[config.mk]
export PLATFORM = sky130hd
export DESIGN_NAME = yon_motor_surucu
export DESIGN_NICKNAME = d
export VERILOG_FILES = /design/src/rtl/yon_pkg.sv /design/src/rtl/yon_kararlilik_filtresi.sv /design/src/rtl/yon_motor_surucu.sv
export SDC_FILE = /design/constraint.sdc
export NUM_CORES = 1
export LEC_CHECK = 0
export CELL_PAD_IN_SITES_DETAIL_PLACEMENT = 1
export CELL_PAD_IN_SITES_GLOBAL_PLACEMENT = 2
export CORE_MARGIN = 5
export CORE_UTILIZATION = 25
export CTS_CLUSTER_SIZE = 30
export DETAILED_ROUTE_END_ITERATION = 10
export PLACE_DENSITY = 0.75
export SYNTH_ARGS = -nofsm -noshare
export SYNTH_HDL_FRONTEND = slang
export SYNTH_SLANG_ARGS = --single-unit
export TNS_END_PERCENT = 10
[constraint.sdc]
create_clock -name clk -period 1.36 [get_ports clk]
set_input_delay 0.136 -clock clk [delete_from_list [all_inputs] [get_ports clk]]
set_output_delay 0.136 -clock clk [all_outputs]
set_load 0.005 [all_outputs]
[src/rtl/yon_pkg.sv]
// yon_pkg: direction codes, FSM states and motor decode
// shared by the motor driver stage.
package yon_pkg;

    localparam logic [1:0] YON_DUZ  = 2'b00;
    localparam logic [1:0] YON_SOLA = 2'b01;
    localparam logic [1:0] YON_SAGA = 2'b10;
    localparam logic [1:0] YON_GERI = 2'b11;

    typedef enum logic [1:0] {
        DUR  = 2'b00,
        SUR  = 2'b01,
        FREN = 2'b10
    } durum_t;

    // {sol_ileri, sol_geri, sag_ileri, sag_geri}
    function automatic logic [3:0] motor_coz(input logic [1:0] yon);
        logic [3:0] m;
        m = 4'b0000;
        unique case (yon)
            YON_DUZ:  m = 4'b1010;
            YON_SAGA: m = 4'b1000;
            YON_SOLA: m = 4'b0010;
            YON_GERI: m = 4'b0101;
            default:  m = 4'b0000;
        endcase
        return m;
    endfunction

endpackage

[src/rtl/yon_kararlilik_filtresi.sv]
// yon_kararlilik_filtresi: accepts a direction code only
// after KARARLI_SAYI identical consecutive samples.
module yon_kararlilik_filtresi
    import yon_pkg::*;
#(
    parameter int KARARLI_SAYI = 4
) (
    input  logic       clk,
    input  logic       rst,
    input  logic [1:0] yon,
    output logic [1:0] aday,
    output logic       kararli
);

    localparam int SW = (KARARLI_SAYI > 1) ? $clog2(KARARLI_SAYI) : 1;
    localparam logic [SW-1:0] SON = SW'(KARARLI_SAYI - 1);

    logic [SW-1:0] sayac;

    // reset itself counts as the first sample of DUZ
    always_ff @(posedge clk) begin
        if (rst) begin
            aday  <= YON_DUZ;
            sayac <= '0;
        end else if (yon != aday) begin
            aday  <= yon;
            sayac <= '0;
        end else if (sayac < SON) begin
            sayac <= sayac + 1'b1;
        end
    end

    assign kararli = (sayac == SON);

endmodule

[src/rtl/yon_motor_surucu.sv]
// yon_motor_surucu: filtered direction code to motor enables,
// with a fixed brake interval on every direction change.
module yon_motor_surucu
    import yon_pkg::*;
#(
    parameter int KARARLI_SAYI = 4,
    parameter int OLU_ZAMAN    = 8
) (
    input  logic       clk,
    input  logic       rst,
    input  logic       etkin,
    input  logic       yon_solbit,
    input  logic       yon_sagbit,
    output logic       sol_ileri,
    output logic       sol_geri,
    output logic       sag_ileri,
    output logic       sag_geri,
    output logic [1:0] aktif_yon,
    output logic       mesgul
);

    localparam int FW = (OLU_ZAMAN > 1) ? $clog2(OLU_ZAMAN) : 1;
    localparam logic [FW-1:0] FREN_YUK = FW'(OLU_ZAMAN - 1);

    durum_t        durum, durum_d;
    logic [1:0]    aktif_d;
    logic [FW-1:0] fren_sayac, fren_d;
    logic [1:0]    aday;
    logic          kararli;
    logic [3:0]    motor;

    yon_kararlilik_filtresi #(
        .KARARLI_SAYI(KARARLI_SAYI)
    ) u_filtre (
        .clk    (clk),
        .rst    (rst),
        .yon    ({yon_solbit, yon_sagbit}),
        .aday   (aday),
        .kararli(kararli)
    );

    always_ff @(posedge clk) begin
        if (rst) begin
            durum      <= DUR;
            aktif_yon  <= YON_DUZ;
            fren_sayac <= '0;
        end else begin
            durum      <= durum_d;
            aktif_yon  <= aktif_d;
            fren_sayac <= fren_d;
        end
    end

    always_comb begin
        durum_d = durum;
        aktif_d = aktif_yon;
        fren_d  = fren_sayac;
        unique case (durum)
            DUR: begin
                if (etkin && kararli) begin
                    aktif_d = aday;
                    durum_d = SUR;
                end
            end
            SUR: begin
                if (!etkin || (kararli && aday != aktif_yon)) begin
                    durum_d = FREN;
                    fren_d  = FREN_YUK;
                end
            end
            FREN: begin
                // brake always runs to completion; newest stable code wins
                if (fren_sayac == '0) begin
                    if (etkin && kararli) begin
                        aktif_d = aday;
                        durum_d = SUR;
                    end else begin
                        durum_d = DUR;
                    end
                end else begin
                    fren_d = fren_sayac - 1'b1;
                end
            end
            default: durum_d = DUR;
        endcase
    end

    assign motor = (durum == SUR) ? motor_coz(aktif_yon) : 4'b0000;
    assign {sol_ileri, sol_geri, sag_ileri, sag_geri} = motor;
    assign mesgul = (durum == FREN);

    a_ust_uste: assert property (@(posedge clk)
        !(sol_ileri && sol_geri) && !(sag_ileri && sag_geri));

endmodule

* Yosys cells after proc, flatten, opt, wreduce, memory -nomap -nowiden
Index checks and enable logic that the tools add are counted.
** Word-level totals
- Bits in registers :: 11
- Input port bits :: 5
- Output and inout bits :: 7
- Logic and storage cells :: 46
** Operators by class
- Add/sub/neg operators :: 2
- Order comparisons :: 1
- Eq/ne operators :: 12
- Mux-type cells :: 13
- Reduce and logical (&&, ||, !) cells :: 13
** Operators with widths (number)
- $pmux 4 s4 :: 1
- $mux 2 :: 5
- $eq 2x2->1 const B :: 4
- $mux 3 :: 2
- $ne 2x2->1 const B :: 3
- $pmux 2 s3 :: 1
- $pmux 3 s2 :: 1
- $reduce_and 3->1 :: 2
- $eq 2x1->1 const B :: 2
- $logic_not 2->1 :: 2
- $mux 4 :: 1
- $ne 2x2->1 :: 2
- $pmux 2 s2 :: 1
- $reduce_bool 2->1 :: 2
- $logic_not 3->1 :: 1
- $sub 3x1->3 const B :: 1
- $add 2x1->2 const B :: 1
- $logic_and 1x1->1 :: 2
- $lt 2x2->1 const B :: 1
- $ne 2x1->1 const B :: 1
- $reduce_and 2->1 :: 1
- $reduce_or 2->1 :: 1
- $logic_not 1->1 :: 1
- $logic_or 1x1->1 :: 1
- $mux 1 :: 1

* Depth between registers and ports, before layout
Gate-level depths: netlist of the first run.
- Depth after elaboration :: 5
- Gate-level depth with buffers :: 6
- Depth with buffers taken out :: 6

* By module
A second synthesis of the first run with hierarchy kept.
** Second synthesis, totals
- Cell total of the unflattened synthesis :: 55
- Area, all modules :: 571.8 um^2
** Modules (own cells, without submodules)
- yon_motor_surucu :: times used 1, cells each 42, area each 405.4 um^2, seq. area each 140.1 um^2
- yon_kararlilik_filtresi :: times used 1, cells each 13, area each 166.4 um^2, seq. area each 80.1 um^2

* Worst setup path after synthesis of the first run
Ideal clock, no wire load.
- Path type :: reg-to-reg
- Start :: register fren_sayac[1]
- End :: register aktif_yon[0]
- Setup time :: 130 ps
- Arrival :: 1176 ps
- Required time :: 1230 ps
- Slack :: 55 ps
- Cell stages (with the launch flop) :: 7
- Period minus slack after synthesis :: 1305 ps
- Cells stage by stage :: dfxtp_1 -> inv_1 -> ha_1 -> nand2b_1 -> a211oi_2 -> mux2i_1 -> nor2_1
** On the way
- Longest elaborated chain between the ends :: 3
** Ends and longest elaborated chain
- from (decl) :: RTL line yon_motor_surucu.sv:27 : logic [FW-1:0] fren_sayac, fren_d;
- from (signal assigned) :: RTL line yon_motor_surucu.sv:50 : fren_sayac <= fren_d;
- $logic_not 3->1 :: RTL line yon_motor_surucu.sv:73 : if (fren_sayac == '0) begin
- $ne 2x1->1 (no line)
- $reduce_and 2->1 (no line)
- to (signal assigned) :: RTL line yon_motor_surucu.sv:49 : aktif_yon <= aktif_d;
- to (decl) :: RTL line yon_motor_surucu.sv:18 : output logic [1:0] aktif_yon,
Every way passes these cells.
A chain may end at the register's enable or synchronous reset.

* Worst setup path in the final report of the first run
- Start :: register durum[0]
- End :: output port sol_geri
** On the way
- Longest elaborated chain between the ends :: 2
** Ends and longest elaborated chain
- from (decl) :: RTL line yon_motor_surucu.sv:25 : durum_t durum, durum_d;
- from (signal assigned) :: RTL line yon_motor_surucu.sv:48 : durum <= durum_d;
- $eq 2x1->1 :: RTL line yon_motor_surucu.sv:88 : assign motor = (durum == SUR) ? motor_coz(aktif_yon) : 4'b0000;
- $mux 4 :: RTL line yon_motor_surucu.sv:88
- to (decl) :: RTL line yon_motor_surucu.sv:15 : output logic sol_geri,
Every way passes these cells.

==> reports/results.txt, run 1 <==
via count -> 501
Critical Path End Type -> primary output
highest routed layer -> met4
layout cells sized above 1 -> 0.3647
Worst Path Arrival -> 1.15 ns
die area -> 0.003277 mm2
max frequency -> 776.0 MHz
floorplan die height -> 57.25 um
nets@finish -> 94
Setup CP Type -> register to primary output
min Tclk post-route -> 1.289 ns
commonest cells after routing, fill and taps aside -> buf_4 (11), nor2_1 (9), dfxtp_1 (6), clkdlybuf4s50_1 (6)
Power Total -> 0.0006114 W
post-synthesis adder-cell area fraction -> 0.06726
H-tree depth -> 1
sequential fraction of the synthesis area -> 0.3946
largest family of logic cells by synthesized area -> compound AO/OA/AOI/OAI gates
DP HPWL -> 1070 um
Peak VDD IR -> 0.2942 mV
max_cap viols -> 0
Post-Synthesis Cells -> 61
post-DR vias/cell -> 4.434
post-synthesis sequential element count -> 11
worst setup margin -> 0.07128 ns
I/O pin cnt -> 12
Pleak -> 0.3609 nW
Metal-1 WL -> 621 um
antenna cells -> 0
Setup violations, final -> 0
first-pass GRT wire length -> 2290 um
flip-flop and latch area -> 226.5 um2
Worst Skew -> 0.009037 ns
Detail Route met2 WL -> 665 um
Port Buffers -> 11
clock buffer count from CTS -> 3
Skew-Pair Late Insertion Delay -> 0.27 ns
Seq pwr share -> 0.547
WP data required -> 1.22 ns
Total Routing Usage GR -> 0.09082
Worst Tran Pin Value -> 0.3704 ns
GRT overflow -> 0
Final Util -> 0.3910
clk slew on worst S/H paths -> 0.08 ns
fraction of power spent switching nets -> 0.2312
Residual DRC -> 0
Core Rows -> 17
core box area -> 0.002170 mm2
RSZ-0062 raised after global routing -> true
Iteration-0 DRC Markers -> 3
clock buffer depth -> 2
DR WL/cell -> 12.04 um
routability cong. -> 0.7443
met3 WL -> 53 um
largest net degree at the start of global routing -> 7
syn nets -> 69
Pwr per Cell Area -> 720.7 mW/mm2
Root Driver -> clkbuf_4
simple-gate share of the synthesized area -> 0.1614
Clock Power Share -> 0.375
internal power -> 0.0004700 W
status -> complete, no violations
Net Sw Power -> 0.0001414 W
relative slew slack -> 0.7467
xor-xnor portion of the synthesized cell area -> 0.07848
Final Hold Fails -> 0
most common cell after layout, fill and taps aside -> buf_4
worst hold margin -> 0.4723 ns
Slew Limit Fails -> 0
CTS sink count -> 11
antenna violations before repair -> 0
crit-path max FO -> 3
post-synth cell types -> 22
Hold Crit Class -> input port to register
Routed Antenna Nets -> 0
pre-CTS setup slack -> -0.04807 ns
synth warn -> 0
drt pass-1 iters -> 2
TritonCTS clock tree -> yes
initial core utilization -> 0.2572
Multi-input gate area -> 357.8 um2
synthesized cell area -> 558.0 um2
Die W -> 57.25 um
Comb power frac -> 0.078
fin crit share -> 0.9476
final WL -> 1360 um
Area Overhead vs Synth -> 52.02%
fill count -> 273
mux share of post-synthesis cell area -> 0.05381
vias in the first global route -> 532
Syn Area/Cell -> 9.148 um2
Startpoint Class -> register
complex-gate fraction of the synthesized area -> 0.1906
==> flip-flops by register name, indices dropped and copies added, names as in the netlist <==
signal	count
durum	2
aktif_yon	2
fren_sayac	3
u_filtre.aday	2
u_filtre.sayac	2
==> what timing repair did <==
action,CTS,global route
gates cloned,0,0
endpoints found under the setup margin,10,7
hold buffers,0,0
pin swaps,2,2
setup buffers,0,0
gates resized for setup,13,10
==> logic make-up after synthesis <==
logic type,after synthesis
buffers and inverters,7
and+or+nand+nor,19
muxes,3
AOI/OAI and AO/OA,13
DFF,11
xor gates and xnor gates,5
adders and majority gates,3
==> metal layers <==
metal,global-route usage,vias up
met2,0.1582,7
met4,0.04967,0
met3,0.02262,2
met1,0.1003,233
li1,-,259
met5,0,-
==> critical path: stages, from the launching register on <==
cell and delay, ns:
dfxtp_2 0.33, nor2b_4 0.12, and3_1 0.18, dlygate4sd2_1 0.26
==> cell type report <==
type / count / share of cell area
Sequential cell: 11 / 0.2670
Tap cell: 28 / 0.04130
Timing Repair Buffer: 22 / 0.2168
Inverter: 5 / 0.02212
Clock buffer: 4 / 0.03097
Multi-Input combinational cell: 43 / 0.4218
==> metrics by stage <==
step	cells	setup TNS, ns	cell area, um2
final	113	0	848.3
after global routing	113	-0.01236	848.3
after CTS	113	0	817.0
after detailed placement	109	-0.1451	774.5
after global placement	109	-0.02855	774.5
after floorplan	61	0	558.0
==> final timing paths <==
path                       from          endpoint  slack [ns]  cells past startpoint
setup / recovery       durum[0]          sol_geri        0.07                      3
hold / removal       yon_solbit  u_filtre.aday[1]        0.47                      2
setup reg to reg  fren_sayac[1]      aktif_yon[0]        0.09                      6
hold reg to reg   fren_sayac[0]     fren_sayac[0]        0.51                      2
==> synthesized netlist by cell type (all sizes together) <==
| cell | count | area share |
|---|---|---|
| dfxtp | 11 | 0.39 |
| nor2 | 9 | 0.061 |
| a21oi | 5 | 0.045 |
| inv | 5 | 0.034 |
| xor2 | 5 | 0.078 |
| ha | 3 | 0.067 |
| mux2i | 3 | 0.054 |
| nor2b | 3 | 0.034 |
| a211oi | 2 | 0.045 |
| nand2 | 2 | 0.013 |
| nand2b | 2 | 0.022 |
| a2111oi | 1 | 0.016 |
| a21o | 1 | 0.013 |
| a221oi | 1 | 0.027 |
| a31o | 1 | 0.016 |
| a41o | 1 | 0.020 |
| and3 | 1 | 0.011 |
| buf | 1 | 0.013 |
| clkbuf | 1 | 0.0067 |
| nor3 | 1 | 0.0090 |
| o21ai | 1 | 0.0090 |
| or3 | 1 | 0.011 |
==> power groups by stage <==
stage               registers (W)  logic [W]  clock network [W]
global route             0.000335  0.0000537           0.000245
floorplan                0.000340  0.0000203                  0
finish                   0.000335  0.0000477           0.000229
CTS                      0.000334  0.0000472           0.000241
global placement         0.000341  0.0000446                  0
detailed placement       0.000341  0.0000465                  0
No activity file was read; power rests on OpenSTA's default activity.
==> run 2: changes to the inputs <==
- RECOVER_POWER: not set -> 100
==> run 2 against run 1 <==
Against the previous run: clock skew is essentially flat; largest power group unchanged; critical endpoint unchanged; power fell by 0.27%; register-to-register slack is essentially flat; non-clock buffer count unchanged.
==> reports/results.txt, run 2 (synthesis gave the netlist of run 1 again) <==
Port Buffers -> 11 (unchanged)
antenna violations before repair -> 0 (unchanged)
Slew Limit Fails -> 0 (unchanged)
CTS sink count -> 11 (unchanged)
drt pass-1 iters -> 2 (unchanged)
Startpoint Class -> register
I/O pin cnt -> 12 (unchanged)
Worst Tran Pin Value -> 0.3704 ns (unchanged)
Pwr per Cell Area -> 723.0 mW/mm2 (+0.32%)
Area Overhead vs Synth -> 51.12%
Peak VDD IR -> 0.2923 mV (-0.67%)
TritonCTS clock tree -> yes
antenna cells -> 0 (unchanged)
clk slew on worst S/H paths -> 0.08 ns (about the same)
clock buffer depth -> 2 (unchanged)
Pleak -> 0.3570 nW (-1.1%)
GRT overflow -> 0 (unchanged)
post-placement cell count -> 109 (unchanged)
clock buffer count from CTS -> 3 (unchanged)
Largest register FFs -> 3 (unchanged)
post-DR vias/cell -> 4.434 (unchanged)
Die W -> 57.25 um (unchanged)
WP data required -> 1.22 ns (about the same)
Routed Antenna Nets -> 0 (unchanged)
Setup CP Type -> register to primary output
Root Driver -> clkbuf_4
max frequency -> 776.0 MHz (about the same)
DR WL/cell -> 11.96 um (-0.59%)
Total Routing Usage GR -> 0.09082 (unchanged)
max_cap viols -> 0 (unchanged)
hold bufs inserted after CTS -> 0 (unchanged)
largest net degree at the start of global routing -> 7 (unchanged)
Hold Crit Class -> input port to register
post-CTS setup buffer count -> 0 (unchanged)
min Tclk post-route -> 1.289 ns (-0.0001041 ns)
routability cong. -> 0.7443 (unchanged)
DP Area -> 774.5 um2 (unchanged)
DP HPWL -> 1070 um (unchanged)
hold path depth -> 2 (unchanged)
nets@finish -> 94 (unchanged)
H-tree depth -> 1 (unchanged)
Critical Path End Type -> primary output
fin crit share -> 0.9475 (about the same)
Layout Cell Area excl Fill -> 843.3 um2 (-0.59%)
initial core utilization -> 0.2572 (unchanged)
layout cells sized above 1 -> 0.3412 (-0.02353)
die area -> 0.003277 mm2 (unchanged)
Worst Path Arrival -> 1.15 ns (about the same)
Skew-Pair Late Insertion Delay -> 0.27 ns (about the same)
Iteration-0 DRC Markers -> 3 (unchanged)
first-pass GRT wire length -> 2290 um (unchanged)
final WL -> 1352 um (-0.59%)
Setup violations, final -> 0 (unchanged)
Reg2Reg Setup Slack -> 0.09 ns (about the same)
core box area -> 0.002170 mm2 (unchanged)
via count -> 501 (unchanged)
Residual DRC -> 0 (unchanged)
crit-path max FO -> 3 (unchanged)
floorplan die height -> 57.25 um (unchanged)
relative slew slack -> 0.7467 (unchanged)
Final Hold Fails -> 0 (unchanged)
Worst Skew -> 0.009236 ns (+0.0001990 ns)
Finished Layout Cells -> 113 (unchanged)
RSZ-0062 raised after global routing -> true
most common cell after layout, fill and taps aside -> buf_4
vias in the first global route -> 532 (unchanged)
Core Rows -> 17 (unchanged)
commonest cells after routing, fill and taps aside -> buf_4 (10), nor2_1 (9), dfxtp_1 (7)
Largest Register -> fren_sayac
length in cells of the worst reg-to-reg path -> 6 (unchanged)
status -> complete, no violations
-- run 2: cell types whose count changed in the layout (fill, tap and decap cells not counted) --
cell             previous run  this run
dfxtp_2                     5         4
dlygate4sd3_1               0         1
clkbuf_1                    1         2
dfxtp_1                     6         7
buf_4                      11        10
clkdlybuf4s50_1             6         5
-- run 2: worst paths after layout --
check	from	to
setup / recovery	durum[0]	sol_geri
hold reg to reg	fren_sayac[0]	fren_sayac[0]
setup reg to reg	fren_sayac[0]	fren_sayac[1]
hold / removal	yon_solbit	u_filtre.aday[1]
-- run 2: critical path: stages (launching register included) --
cell and delay [ns]:
dfxtp_2 0.33, nor2b_4 0.12, and3_1 0.18, dlygate4sd2_1 0.26
-- run 2: where the power goes --
group / leakage (nW) / total, W / internal (W) / switching (W)
clock network: 0.0150 / 0.000229 / 0.000114 / 0.000116
logic: 0.251 / 0.0000458 / 0.0000266 / 0.0000191
registers: 0.0914 / 0.000335 / 0.000328 / 0.00000673
-- run 2: final cells by class --
class | instances | area [um2]
multi-input cells | 43 | 357.8
clock buffers | 4 | 26.28
inverters | 5 | 18.77
fillers | 272 | 1326
repair buffers | 22 | 180.2
flip-flops and latches | 11 | 225.2
well taps | 28 | 35.03
-- run 2: per-layer routing --
layer / vias to the layer above / routed length, um / GRT usage
met2: 7 / 664 / 0.1582
met5: - / 0 / 0
li1: 259 / - / -
met4: 0 / 19 / 0.04967
met3: 2 / 53 / 0.02262
met1: 233 / 615 / 0.1003
-- run 2: timing repair --
action | in CTS | in global routing
endpoints found under the setup margin | 10 | 7
pin swaps | 2 | 2
gates resized for setup | 13 | 10
-- run 2: through the flow --
stage	power [W]	utilization	TNS, ns	worst slack [ns]	hold WS [ns]
6_report	0.0006097	0.3887	0	0.07138	0.4728
5_1_grt	0.0006323	0.3887	-0.03476	-0.02239	0.4815
4_1_cts	0.0006216	0.3766	0	0.002990	0.4606
3_5_place_dp	0.0003878	0.3570	-0.1451	-0.04807	0.5107
3_3_place_gp	0.0003853	0.3570	-0.02855	-0.01937	0.4806
2_1_floorplan	0.0003603	-	0	0.05473	0.2642
==> run 3: changes to the inputs <==
- ABC_AREA: not set -> 1
- CORE_UTILIZATION: 25 -> 23
- CTS_BUF_LIST: not set -> sky130_fd_sc_hd__clkbuf_16
- PLACE_DENSITY: 0.75 -> 0.74
==> run 3 against run 2 <==
Against the previous run: register-to-register slack better by 0.05 ns; highest routed layer unchanged; global-route usage is 0.60 points lower; clock power is 130% higher; synthesized cell count is 20% higher; clock skew is 0.0087 ns lower; hold slack worse by 0.012 ns; final cell count is 6.2% higher; combinational power is 5.2% lower; synthesized area is 1.1% lower; fmax is 0.40% lower.
==> reports/results.txt, run 3 <==
vias in the first global route -> 542 (+1.9%)
worst hold margin -> 0.4610 ns (-0.01180 ns)
synth top area cells -> dfxtp_1 (40%), nand2_1 (9.5%), ha_1 (6.8%), inv_1 (6.8%), nor2_1 (6.8%)
floorplan die height -> 58.98 um (+3.0%)
Residual DRC -> 0 (unchanged)
Post-synth top flop -> dfxtp_1
clock buffer depth -> 2 (unchanged)
share of Yosys cell area claimed by the top area cell type -> 0.3991 (+0.004474)
Syn Area/Cell -> 7.559 um2 (-17%)
Post-Synthesis Cells -> 73 (+20%)
Pleak -> 0.3675 nW (+3.0%)
routability cong. -> 0.7627 (+2.5%)
largest net degree at the start of global routing -> 7 (unchanged)
Worst Path Arrival -> 1.16 ns (about the same)
nets@finish -> 101 (+7.4%)
Routed Antenna Nets -> 0 (unchanged)
EDFF count, synth -> 0 (unchanged)
Area Overhead vs Synth -> 43.76%
antenna cells -> 0 (unchanged)
post-synth cell types -> 17 (-23%)
Final Hold Fails -> 0 (unchanged)
Setup violations, final -> 0 (unchanged)
most common library cells after synthesis -> nand2_1 (14), dfxtp_1 (11), inv_1 (10), nor2_1 (10), a21oi_1 (6)
die area -> 0.003479 mm2 (+6.2%)
syn nets -> 81 (+17%)
TritonCTS clock tree -> yes
met2 Resource Use GR -> 0.1341 (-0.02417)
Layout Cell Area excl Fill -> 793.3 um2 (-5.9%)
most common cell after layout, fill and taps aside -> nand2_1
max_cap viols -> 0 (unchanged)
layout cells sized above 1 -> 0.1957 (-0.1455)
antenna violations before repair -> 0 (unchanged)
synth warn -> 0 (unchanged)
CTS sink count -> 11 (unchanged)
Skew-Pair Late Insertion Delay -> 0.23 ns (-0.04 ns)
length in cells of the worst reg-to-reg path -> 11 (+5)
WP data required -> 1.22 ns (about the same)
hold path depth -> 3 (+1)
Critical Path End Type -> primary output
fin crit share -> 0.9514 (+0.003849)
Port Buffers -> 11 (unchanged)
Iteration-0 DRC Markers -> 3 (unchanged)
Peak VDD IR -> 0.5852 mV (+100%)
crit-path max FO -> 3 (unchanged)
Pwr per Cell Area -> 1131 mW/mm2 (+56%)
cell with the most instances after synthesis -> nand2_1
WP buf/inv -> 2 (+1)
post-DR vias/cell -> 4.158 (-6.2%)
crit-path cells -> buf_4, clkdlybuf4s50_1
largest area contributor in the netlist -> dfxtp_1
Worst path max stage delay -> 0.49 ns (+0.16 ns)
Largest register FFs -> 3 (unchanged)
Reg2Reg Setup Slack -> 0.14 ns (+0.05 ns)
H-tree depth -> 1 (unchanged)
min Tclk post-route -> 1.294 ns (+0.005235 ns)
Worst Tran Pin Value -> 0.2365 ns (-0.1339 ns)
status -> complete, no violations
first-pass GRT wire length -> 2256 um (-1.5%)
ys async rst share -> 0 (unchanged)
Die W -> 58.98 um (+3.0%)
clk slew on worst S/H paths -> 0.04 ns (-0.04 ns)
Startpoint Class -> register
relative slew slack -> 0.8417 (+0.09496)
setup TNS -> 0 ns (unchanged)
DP Area -> 726.9 um2 (-6.1%)
RSZ-0062 raised after global routing -> false
final WL -> 1233 um (-8.8%)
synthesized cell area -> 551.8 um2 (-1.1%)
Worst Skew -> 0.0005831 ns (-0.008653 ns)
flip-flop and latch area -> 224.0 um2 (-0.56%)
sequential fraction of the synthesis area -> 0.3991 (+0.004474)
GRT overflow -> 0 (unchanged)
met1 GRT Util -> 0.1034 (+0.003132)
stages on the worst setup path -> 2 (-1)
Multi-input gate area -> 279.0 um2 (-22%)
I/O pin cnt -> 12 (unchanged)
core box area -> 0.002255 mm2 (+3.9%)
met3 Usage GRT -> 0.01525 (-0.007374)
Largest Register -> fren_sayac
hold bufs inserted after CTS -> 0 (unchanged)
via count -> 499 (-0.40%)
DP HPWL -> 1021 um (-4.6%)
GRT busiest layer -> met2
Power Total -> 0.0008968 W (+47%)
post-synthesis sequential element count -> 11 (unchanged)
Core Rows -> 17 (unchanged)
max frequency -> 772.9 MHz (-0.40%)
slowest cell on the critical path -> clkdlybuf4s50_1
cell family with most CP delay -> buffers and inverters
drt pass-1 iters -> 2 (unchanged)
Hold Crit Class -> input port to register
Setup CP Type -> register to primary output
Total Routing Usage GR -> 0.08479 (-0.006033)
commonest cells after routing, fill and taps aside -> nand2_1 (16), inv_1 (10), nor2_1 (9), dfxtp_1 (8), a21oi_1 (6)
fill count -> 296 (+8.8%)
Root Driver -> clkbuf_16
initial core utilization -> 0.2447 (-0.01248)
DR WL/cell -> 10.28 um (-14%)
Slew Limit Fails -> 0 (unchanged)
clock buffer count from CTS -> 3 (unchanged)
==> run 3: area by class of cell <==
| class | count | share of cell area |
|---|---|---|
| clock inverters | 1 | 0.004732 |
| repair buffers | 16 | 0.1751 |
| flip-flops and latches | 11 | 0.2823 |
| inverters | 10 | 0.04732 |
| well taps | 28 | 0.04416 |
| multi-input cells | 51 | 0.3517 |
| clock buffers | 3 | 0.09464 |
==> run 3: stage by stage <==
| stage | instances | utilization | worst slack [ns] |
|---|---|---|---|
| after global routing | 120 | 0.3518 | 0.01126 |
| after global placement | 116 | 0.3224 | 0.06367 |
| after CTS | 120 | 0.3574 | 0.01181 |
| after detailed placement | 116 | 0.3224 | 0.05347 |
| final | 120 | 0.3518 | 0.06615 |
| after floorplan | 73 | - | 0.2414 |
==> run 3: where the power goes <==
group | switching [W] | total, W | leakage [nW] | internal, W
sequential | 0.00000493 | 0.000335 | 0.0909 | 0.000330
clock | 0.000134 | 0.000518 | 0.0423 | 0.000385
combinational | 0.0000211 | 0.0000434 | 0.234 | 0.0000224
total | 0.000160 | 0.000897 | 0.368 | 0.000737
==> run 3: path summary, 6_finish.rpt <==
path / end / start
min: u_filtre.aday[1] / yon_solbit
min reg2reg: fren_sayac[1] / fren_sayac[1]
max: aktif_yon[0] / aktif_yon[0]
max reg2reg: fren_sayac[0] / aktif_yon[0]
==> run 3: kinds of logic (layout without fill, tap and decap cells) <==
group / after synthesis / in the layout / synth area share
muxes: 1 / 1 / 0.01814
buffers and inverters: 11 / 30 / 0.08164
xor gates and xnor gates: 3 / 3 / 0.04763
adders and majority gates: 3 / 3 / 0.06803
DFF: 11 / 11 / 0.3991
AOI/OAI and AO/OA: 10 / 10 / 0.09524
and+or+nand+nor: 34 / 34 / 0.2902
==> run 3: timing repair <==
item | CTS | global route
setup buffers | 0 | 0
gates cloned | 0 | 0
endpoints found under the setup margin | 5 | 3
pin swaps | 1 | 0
resized for setup | 8 | 4
==> run 3: layer usage <==
metal / part of all wire / up-vias
li1: - / 264
met1: 0.47 / 221
met2: 0.46 / 12
met3: 0.046 / 2
met4: 0.022 / 0
met5: 0 / -
==> run 3: worst reg2reg max path: cells and delay by family, from the launching register on <==
family	cells	cell delay (ns)
buffers and inverters	2	0.20
AND/OR/NAND/NOR	9	0.60
flip-flops	1	0.32
